--- src/rtl/uart_bus_pkg.sv ---
// Shared constants for the memory-mapped UART responder: register map,
// STATUS/CTRL bit positions, TX FSM encodings and the busy-wait timeout.
package uart_bus_pkg;

    localparam logic [3:0] OFF_TXDATA = 4'h0;
    localparam logic [3:0] OFF_STATUS = 4'h4;
    localparam logic [3:0] OFF_RXDATA = 4'h8;
    localparam logic [3:0] OFF_CTRL   = 4'hC;

    localparam int ST_TX_FULL     = 0;
    localparam int ST_TX_EMPTY    = 1;
    localparam int ST_TX_IDLE     = 2;
    localparam int ST_RX_VALID    = 3;
    localparam int ST_RX_OVERRUN  = 4;
    localparam int ST_TX_OVERFLOW = 5;

    localparam int CTRL_RX_CLR   = 0;
    localparam int CTRL_ERR_CLR  = 1;
    localparam int CTRL_TX_FLUSH = 2;

    localparam logic [1:0] TX_IDLE      = 2'd0;
    localparam logic [1:0] TX_START     = 2'd1;
    localparam logic [1:0] TX_WAIT_BUSY = 2'd2;
    localparam logic [1:0] TX_WAIT_DONE = 2'd3;

    localparam int         TIMEOUT_CYCLES = 16;
    localparam logic [3:0] TIMEOUT_LAST   = 4'(TIMEOUT_CYCLES - 1);

    typedef struct packed {
        logic tx_overflow;
        logic rx_overrun;
        logic rx_valid;
        logic tx_idle;
        logic tx_empty;
        logic tx_full;
    } status_t;

    function automatic logic [31:0] status_word(input status_t st);
        logic [31:0] w;
        w = 32'h0000_0000;
        w[ST_TX_FULL]     = st.tx_full;
        w[ST_TX_EMPTY]    = st.tx_empty;
        w[ST_TX_IDLE]     = st.tx_idle;
        w[ST_RX_VALID]    = st.rx_valid;
        w[ST_RX_OVERRUN]  = st.rx_overrun;
        w[ST_TX_OVERFLOW] = st.tx_overflow;
        return w;
    endfunction

endpackage

--- src/rtl/uart_tx_fifo.sv ---
// Byte FIFO feeding the UART transmitter; writes to a full FIFO are dropped
// and a flush wins over any same-cycle push.
module uart_tx_fifo #(
    parameter int DEPTH = 4
) (
    input  logic                     clk,
    input  logic                     reset,
    input  logic                     push,
    input  logic                     pop,
    input  logic                     flush,
    input  logic [7:0]               din,
    output logic                     full,
    output logic                     empty,
    output logic [$clog2(DEPTH):0]   count,
    output logic [7:0]               dout
);
    localparam int            AW       = $clog2(DEPTH);
    localparam logic [AW-1:0] PTR_ONE  = AW'(1'b1);
    localparam logic [AW:0]   CNT_ONE  = (AW+1)'(1'b1);
    localparam logic [AW:0]   CNT_FULL = (AW+1)'(DEPTH);
    localparam logic [AW:0]   CNT_ZERO = (AW+1)'(1'b0);

    logic [7:0]    mem_r [DEPTH];
    logic [AW-1:0] wr_ptr_r;
    logic [AW-1:0] rd_ptr_r;
    logic [AW:0]   count_r;
    logic          do_push_s;
    logic          do_pop_s;

    assign full      = (count_r == CNT_FULL);
    assign empty     = (count_r == CNT_ZERO);
    assign count     = count_r;
    assign dout      = mem_r[rd_ptr_r];
    assign do_push_s = push & ~full & ~flush;
    assign do_pop_s  = pop & ~empty;

    // Storage, pointers and occupancy
    always_ff @(posedge clk or posedge reset) begin
        if (reset) begin
            for (int i = 0; i < DEPTH; i++) begin
                mem_r[i] <= 8'h00;
            end
            wr_ptr_r <= PTR_ONE ^ PTR_ONE;
            rd_ptr_r <= PTR_ONE ^ PTR_ONE;
            count_r  <= CNT_ZERO;
        end else if (flush) begin
            wr_ptr_r <= PTR_ONE ^ PTR_ONE;
            rd_ptr_r <= PTR_ONE ^ PTR_ONE;
            count_r  <= CNT_ZERO;
        end else begin
            if (do_push_s) begin
                mem_r[wr_ptr_r] <= din;
                wr_ptr_r        <= wr_ptr_r + PTR_ONE;
            end
            if (do_pop_s) begin
                rd_ptr_r <= rd_ptr_r + PTR_ONE;
            end
            case ({do_push_s, do_pop_s})
                2'b10:   count_r <= count_r + CNT_ONE;
                2'b01:   count_r <= count_r - CNT_ONE;
                default: count_r <= count_r;
            endcase
        end
    end

endmodule

--- src/rtl/uart_bus_responder.sv ---
// CPU-bus slave exposing a UART as four registers: TX FIFO with a start/busy
// handshake FSM, and a single-byte RX holding register with overrun detection.
module uart_bus_responder
    import uart_bus_pkg::*;
#(
    parameter logic [31:0] BASE_ADDR  = 32'h1001_0000,
    parameter int          FIFO_DEPTH = 4
) (
    input  logic        clk,
    input  logic        reset,
    input  logic [31:0] HADDR,
    input  logic        MemWrite,
    input  logic [31:0] HWDATA,
    output logic [31:0] HRDATA,
    output logic        sel,
    output logic        send_tx,
    output logic [7:0]  tx_data,
    input  logic        tx_busy,
    input  logic        rx_ready,
    input  logic [7:0]  rx_data,
    output logic        rx_ready_clr
);
    localparam int CW = $clog2(FIFO_DEPTH) + 1;

    logic          sel_s, wr_s, tx_push_s, ctrl_wr_s, pop_s, tx_idle_s;
    logic          fifo_full_s, fifo_empty_s;
    logic [CW-1:0] tx_count_s;
    logic [7:0]    fifo_dout_s;
    logic [1:0]    state_r;
    logic [3:0]    tmo_r;
    logic          send_tx_r, rx_ready_clr_r, rx_prev_r;
    logic [7:0]    tx_data_r, rx_hold_r;
    logic          rx_valid_r, rx_overrun_r, tx_overflow_r;
    logic          rx_event_s, rx_valid_eff_s;
    logic          unused_hwdata_s;
    status_t       status_s;
    logic [31:0]   hrdata_s;

    assign sel_s     = (HADDR[31:4] == BASE_ADDR[31:4]);
    assign wr_s      = sel_s & MemWrite;
    assign tx_push_s = wr_s & (HADDR[3:0] == OFF_TXDATA);
    assign ctrl_wr_s = wr_s & (HADDR[3:0] == OFF_CTRL);
    assign pop_s     = (state_r == TX_IDLE) & ~fifo_empty_s & ~tx_busy;
    assign tx_idle_s = (state_r == TX_IDLE) & (tx_count_s == {CW{1'b0}});

    // A CTRL rx-clear in the capture cycle frees the holding register first,
    // so the arriving byte is taken rather than flagged as an overrun.
    assign rx_event_s     = rx_ready & ~rx_prev_r;
    assign rx_valid_eff_s = rx_valid_r & ~(ctrl_wr_s & HWDATA[CTRL_RX_CLR]);
    assign unused_hwdata_s = ^HWDATA[31:8];

    uart_tx_fifo #(.DEPTH(FIFO_DEPTH)) u_tx_fifo (
        .clk   (clk),
        .reset (reset),
        .push  (tx_push_s),
        .pop   (pop_s),
        .flush (ctrl_wr_s & HWDATA[CTRL_TX_FLUSH]),
        .din   (HWDATA[7:0]),
        .full  (fifo_full_s),
        .empty (fifo_empty_s),
        .count (tx_count_s),
        .dout  (fifo_dout_s)
    );

    // Transmit sequencer: pop, pulse start, then wait for busy (or time out)
    always_ff @(posedge clk or posedge reset) begin
        if (reset) begin
            state_r   <= TX_IDLE;
            tx_data_r <= 8'h00;
            send_tx_r <= 1'b0;
            tmo_r     <= 4'h0;
        end else begin
            send_tx_r <= 1'b0;
            case (state_r)
                TX_IDLE: begin
                    if (pop_s) begin
                        state_r   <= TX_START;
                        tx_data_r <= fifo_dout_s;
                        send_tx_r <= 1'b1;
                    end
                end
                TX_START: begin
                    state_r <= TX_WAIT_BUSY;
                    tmo_r   <= 4'h0;
                end
                TX_WAIT_BUSY: begin
                    if (tx_busy) begin
                        state_r <= TX_WAIT_DONE;
                    end else if (tmo_r == TIMEOUT_LAST) begin
                        state_r <= TX_IDLE;
                    end else begin
                        tmo_r <= tmo_r + 4'h1;
                    end
                end
                TX_WAIT_DONE: begin
                    if (!tx_busy) begin
                        state_r <= TX_IDLE;
                    end
                end
                default: state_r <= TX_IDLE;
            endcase
        end
    end

    // Receive capture, sticky error flags and receiver acknowledge
    always_ff @(posedge clk or posedge reset) begin
        if (reset) begin
            rx_prev_r      <= 1'b0;
            rx_hold_r      <= 8'h00;
            rx_valid_r     <= 1'b0;
            rx_overrun_r   <= 1'b0;
            tx_overflow_r  <= 1'b0;
            rx_ready_clr_r <= 1'b0;
        end else begin
            rx_prev_r      <= rx_ready;
            rx_ready_clr_r <= rx_event_s;
            if (rx_event_s && !rx_valid_eff_s) begin
                rx_hold_r  <= rx_data;
                rx_valid_r <= 1'b1;
            end else begin
                rx_valid_r <= rx_valid_eff_s;
            end
            if (rx_event_s && rx_valid_eff_s) begin
                rx_overrun_r <= 1'b1;
            end else if (ctrl_wr_s && HWDATA[CTRL_ERR_CLR]) begin
                rx_overrun_r <= 1'b0;
            end
            if (tx_push_s && fifo_full_s) begin
                tx_overflow_r <= 1'b1;
            end else if (ctrl_wr_s && HWDATA[CTRL_ERR_CLR]) begin
                tx_overflow_r <= 1'b0;
            end
        end
    end

    assign status_s = '{tx_overflow: tx_overflow_r, rx_overrun: rx_overrun_r,
                        rx_valid: rx_valid_r, tx_idle: tx_idle_s,
                        tx_empty: fifo_empty_s, tx_full: fifo_full_s};

    // Side-effect-free register read mux
    always_comb begin
        hrdata_s = 32'h0000_0000;
        if (sel_s) begin
            case (HADDR[3:0])
                OFF_STATUS: hrdata_s = status_word(status_s);
                OFF_RXDATA: hrdata_s = {24'h00_0000, rx_hold_r};
                default:    hrdata_s = 32'h0000_0000;
            endcase
        end else begin
            hrdata_s = 32'h0000_0000;
        end
    end

    assign HRDATA       = hrdata_s;
    assign sel          = sel_s;
    assign send_tx      = send_tx_r;
    assign tx_data      = tx_data_r;
    assign rx_ready_clr = rx_ready_clr_r;

endmodule

--- config.mk ---
export PLATFORM = sky130hd
export DESIGN_NAME = uart_bus_responder
export DESIGN_NICKNAME = d
export VERILOG_FILES = /design/src/rtl/uart_bus_pkg.sv /design/src/rtl/uart_tx_fifo.sv /design/src/rtl/uart_bus_responder.sv
export SDC_FILE = /design/constraint.sdc
export NUM_CORES = 1
export LEC_CHECK = 0
export BUFFER_PORTS_ARGS = -buffer_cell sky130_fd_sc_hd__buf_2
export CORE_MARGIN = 5
export CORE_UTILIZATION = 51
export CTS_CLUSTER_DIAMETER = 100
export DETAILED_ROUTE_END_ITERATION = 16
export HOLD_SLACK_MARGIN = 0.05
export PLACE_DENSITY = 0.82
export SLEW_MARGIN = 25
export SYNTH_ARGS = -nofsm -noshare
export SYNTH_HDL_FRONTEND = slang
export SYNTH_SLANG_ARGS = --single-unit
--- constraint.sdc ---
create_clock -name clk -period 2.7 [get_ports clk]
set_input_delay 0.27 -clock clk [delete_from_list [all_inputs] [get_ports clk]]
set_output_delay 0.27 -clock clk [all_outputs]
set_load 0.1 [all_outputs]
==> metrics.md <==
| Metric | Value |
|---|---|
| Hpwl dp | `slightly below 6000 µm` |
| Worst-case hold slack | `about 43 ps` |
| Count of cell types in the netlist | `between 40 and 50` |
| Setup Slack @ Placement | `173 ps` |
| Final setup fails | `0` |
| Reg2Reg Depth | `9` |
| Clk root buf | `clkbuf_8` |
| Fmax | `~0.42 GHz` |
| Synthesized area per cell | `roughly 11 µm²` |
| Launching point of the worst reg2reg path | `u_tx_fifo.count[2]$_DFFE_PP0P_` |
| Clock Latency Late Sink | `~340 ps` |
| Maximum number of pins on one net before global-route repair | `37` |
| Register area share after synthesis | `0.467` |
| Die span in x | `~94 µm` |
| Final Max Slew Viols | `0` |
| Antenna cells | `0` |
| Fin. Hold Viols | `0` |
| Worst VDD drop | `0.000370 V` |
| Antenna violations before repair | `0` |
| Post-route cell area | `~4300 µm²` |
| Clock Skew | `around 3.7 ps` |
| Kind of critical path | `input port to output port` |
| Post_cts resized | `0` |
| Final Wtd Congestion | `between 0.8 and 0.9` |
| Rows | `30` |
| Clock sink count | `67` |
| Setup Buffers After CTS | `0` |
| Fin util | `0.632` |
| Final worst setup slack | `between 300 and 400 ps` |
| Drc violations | `0` |
| Synth warn | `0` |
| RSZ-0062 raised after global routing | `no` |
| Status | `complete, no violations` |
| Total grt overflow | `0` |
| Reg2reg setup slack | `roughly 500 ps` |
| Number of CTS-inserted buffers | `9` |
| Arrival time at the worst endpoint | `2120 ps` |
| 1st-pass router iterations | `4` |
| Hold Crit Class | `input port to async pin` |
| Final period demand of the worst path | `2390 ps` |
| Drt initial violations | `313` |
| Die height | `about 94 µm` |
| Power per cell area | `approximately 600 nW/µm²` |
| Crit path max fanout | `15` |
| Critical Path RT | `~2400 ps` |
| DR vias | `2,763` |
| Drt via density | `between 5 and 6` |
| Final wirelength | `8130 µm` |
| Boundary Pins | `120` |
| Routed Antenna Nets | `0` |
| Leakage | `about 2.1 nW` |
| Most frequent cells in the layout | `dfrtp_1, buf_2, mux2_2` |
| Commonest non-fill, non-tap cell in the layout | `dfrtp_1` |
| Layout cell share with drive strength beyond 1 | `0.386` |
| Synth Register Bits | `67` |
| Vias in the first global route | `2,905` |
| All-Layer GR Usage | `0.196` |
| Nets | `481` |
| Die ar. | `8810 µm²` |
| Worst Max-Slew Pin Slew | `~740 ps` |
| Rel. slew slack | `0.508` |
| TritonCTS clock tree | `done` |
| Cells after Synth | `318` |
| Maximum clock path buffer count | `2` |
| Wirelength per Cell | `roughly 16 µm` |
| CTS HTree Levels | `3` |
| Initial cell density of the core | `0.525` |
| Post-Syn Area | `around 3600 µm²` |
| Global-route wire length before repair | `~14,000 µm` |
| PortBufs | `71` |
| Critical Path Source Type | `input port` |
| Async S/R FF share, synth | `1.00` |
| Number of enable flip-flop cells after synthesis | `0` |
| Tcrit/Tclk final | `0.884` |
| CP endpoint kind | `output port` |
| Core ar. | `6830 µm²` |
| R2R Path End | `u_tx_fifo.count[2]$_DFFE_PP0P_` |
| Hold-fix buffers, CTS | `0` |
| Clock-pin slew on the worst setup and hold paths | `approximately 70 ps` |
| Area after DPL | `slightly above 4000 µm²` |
| Layout area overhead | `20.3%` |
| # Max-Cap Violations | `0` |
| Ys flop type | `dfrtp_1` |
-- where the power goes --
part,switching (W),internal [W],total (W)
Combinational,0.000404,0.000248,0.000652
Sequential,0.000155,0.00108,0.00124
Clock,0.000366,0.000328,0.000695
Total,0.000926,0.00166,0.00259
-- sequential cells by signal (all words and copies together) (netlist names), 2 cells and up --
signal              flops
u_tx_fifo.rd_ptr_r      2
rx_hold_r               8
u_tx_fifo.wr_ptr_r      2
tmo_r                   4
u_tx_fifo.count         3
tx_data                 8
state_r                 2
u_tx_fifo.mem_r        32
-- area by class of cell --
cell class	instances	area (µm²)
multi-input combinational	230	1750
clock inverter	5	30.0
clock buffer	11	131
tap	96	120
timing repair buffer	81	578
inverter	8	30.0
fill	532	2510
sequential	67	1680
-- per-layer routing --
metal	vias up	wire (µm)	track usage
li1	1271	-	-
met1	1363	3250	0.245
met2	114	4190	0.334
met3	15	553	0.0473
met4	0	131	0.0614
met5	-	0	0
-- worst max-delay path: stages --
cell	delay [ps]
buf_2	90
nor4b_1	430
and4_1	300
buf_4	230
nand2_1	210
inv_1	180
and3_2	220
buf_12	170
-- worst max-delay path by stage --
stage	startpoint	to	slack [ps]	cells past startpoint
2_1_floorplan	HADDR[14]	HRDATA[6]	-110	6
3_3_place_gp	HADDR[2]	u_tx_fifo.count[2]$_DFFE_PP0P_	260	10
3_5_place_dp	HADDR[2]	u_tx_fifo.count[2]$_DFFE_PP0P_	170	10
4_1_cts	HADDR[14]	HRDATA[7]	300	8
5_1_grt	HADDR[14]	HRDATA[6]	150	8
6_report	HADDR[14]	HRDATA[7]	310	8
-- synth_stat cells (5+ instances only) --
library cell	count	area, µm²
a22oi_1	5	37.5
a31oi_1	9	56.3
and2_1	11	68.8
buf_4	24	180
clkbuf_1	11	41.3
dfrtp_1	67	1680
ha_1	6	75.1
inv_1	8	30.0
mux2_2	40	450
mux4_2	8	180
nand2_1	26	97.6
nand3_1	5	25.0
nor2_1	15	56.3
nor3_1	11	55.1
nor4_1	9	56.3
o21ai_0	12	60.1
-- through the flow --
stage / total power [W] / instances / setup TNS (ps)
floorplan: 0.00175 / 341 / -825
global placement: 0.00187 / 482 / 0
detailed placement: 0.00191 / 482 / 0
CTS: 0.00259 / 498 / 0
global route: 0.00273 / 498 / 0
finish: 0.00259 / 498 / 0
-- logic make-up (layout without fill, tap and decap cells) --
| kind of cell | count (synthesis) | count (layout) | share of synthesized area |
|---|---|---|---|
| other | 1 | 24 | 0.00105 |
| DFF | 67 | 67 | 0.467 |
| AOI/OAI and AO/OA | 39 | 39 | 0.0729 |
| muxes | 49 | 49 | 0.179 |
| xor gates and xnor gates | 5 | 5 | 0.0122 |
| adders and majority gates | 7 | 7 | 0.0265 |
| buffers and inverters | 44 | 105 | 0.0712 |
| and+or+nand+nor | 106 | 106 | 0.170 |
(Power assumes the default switching activity.)
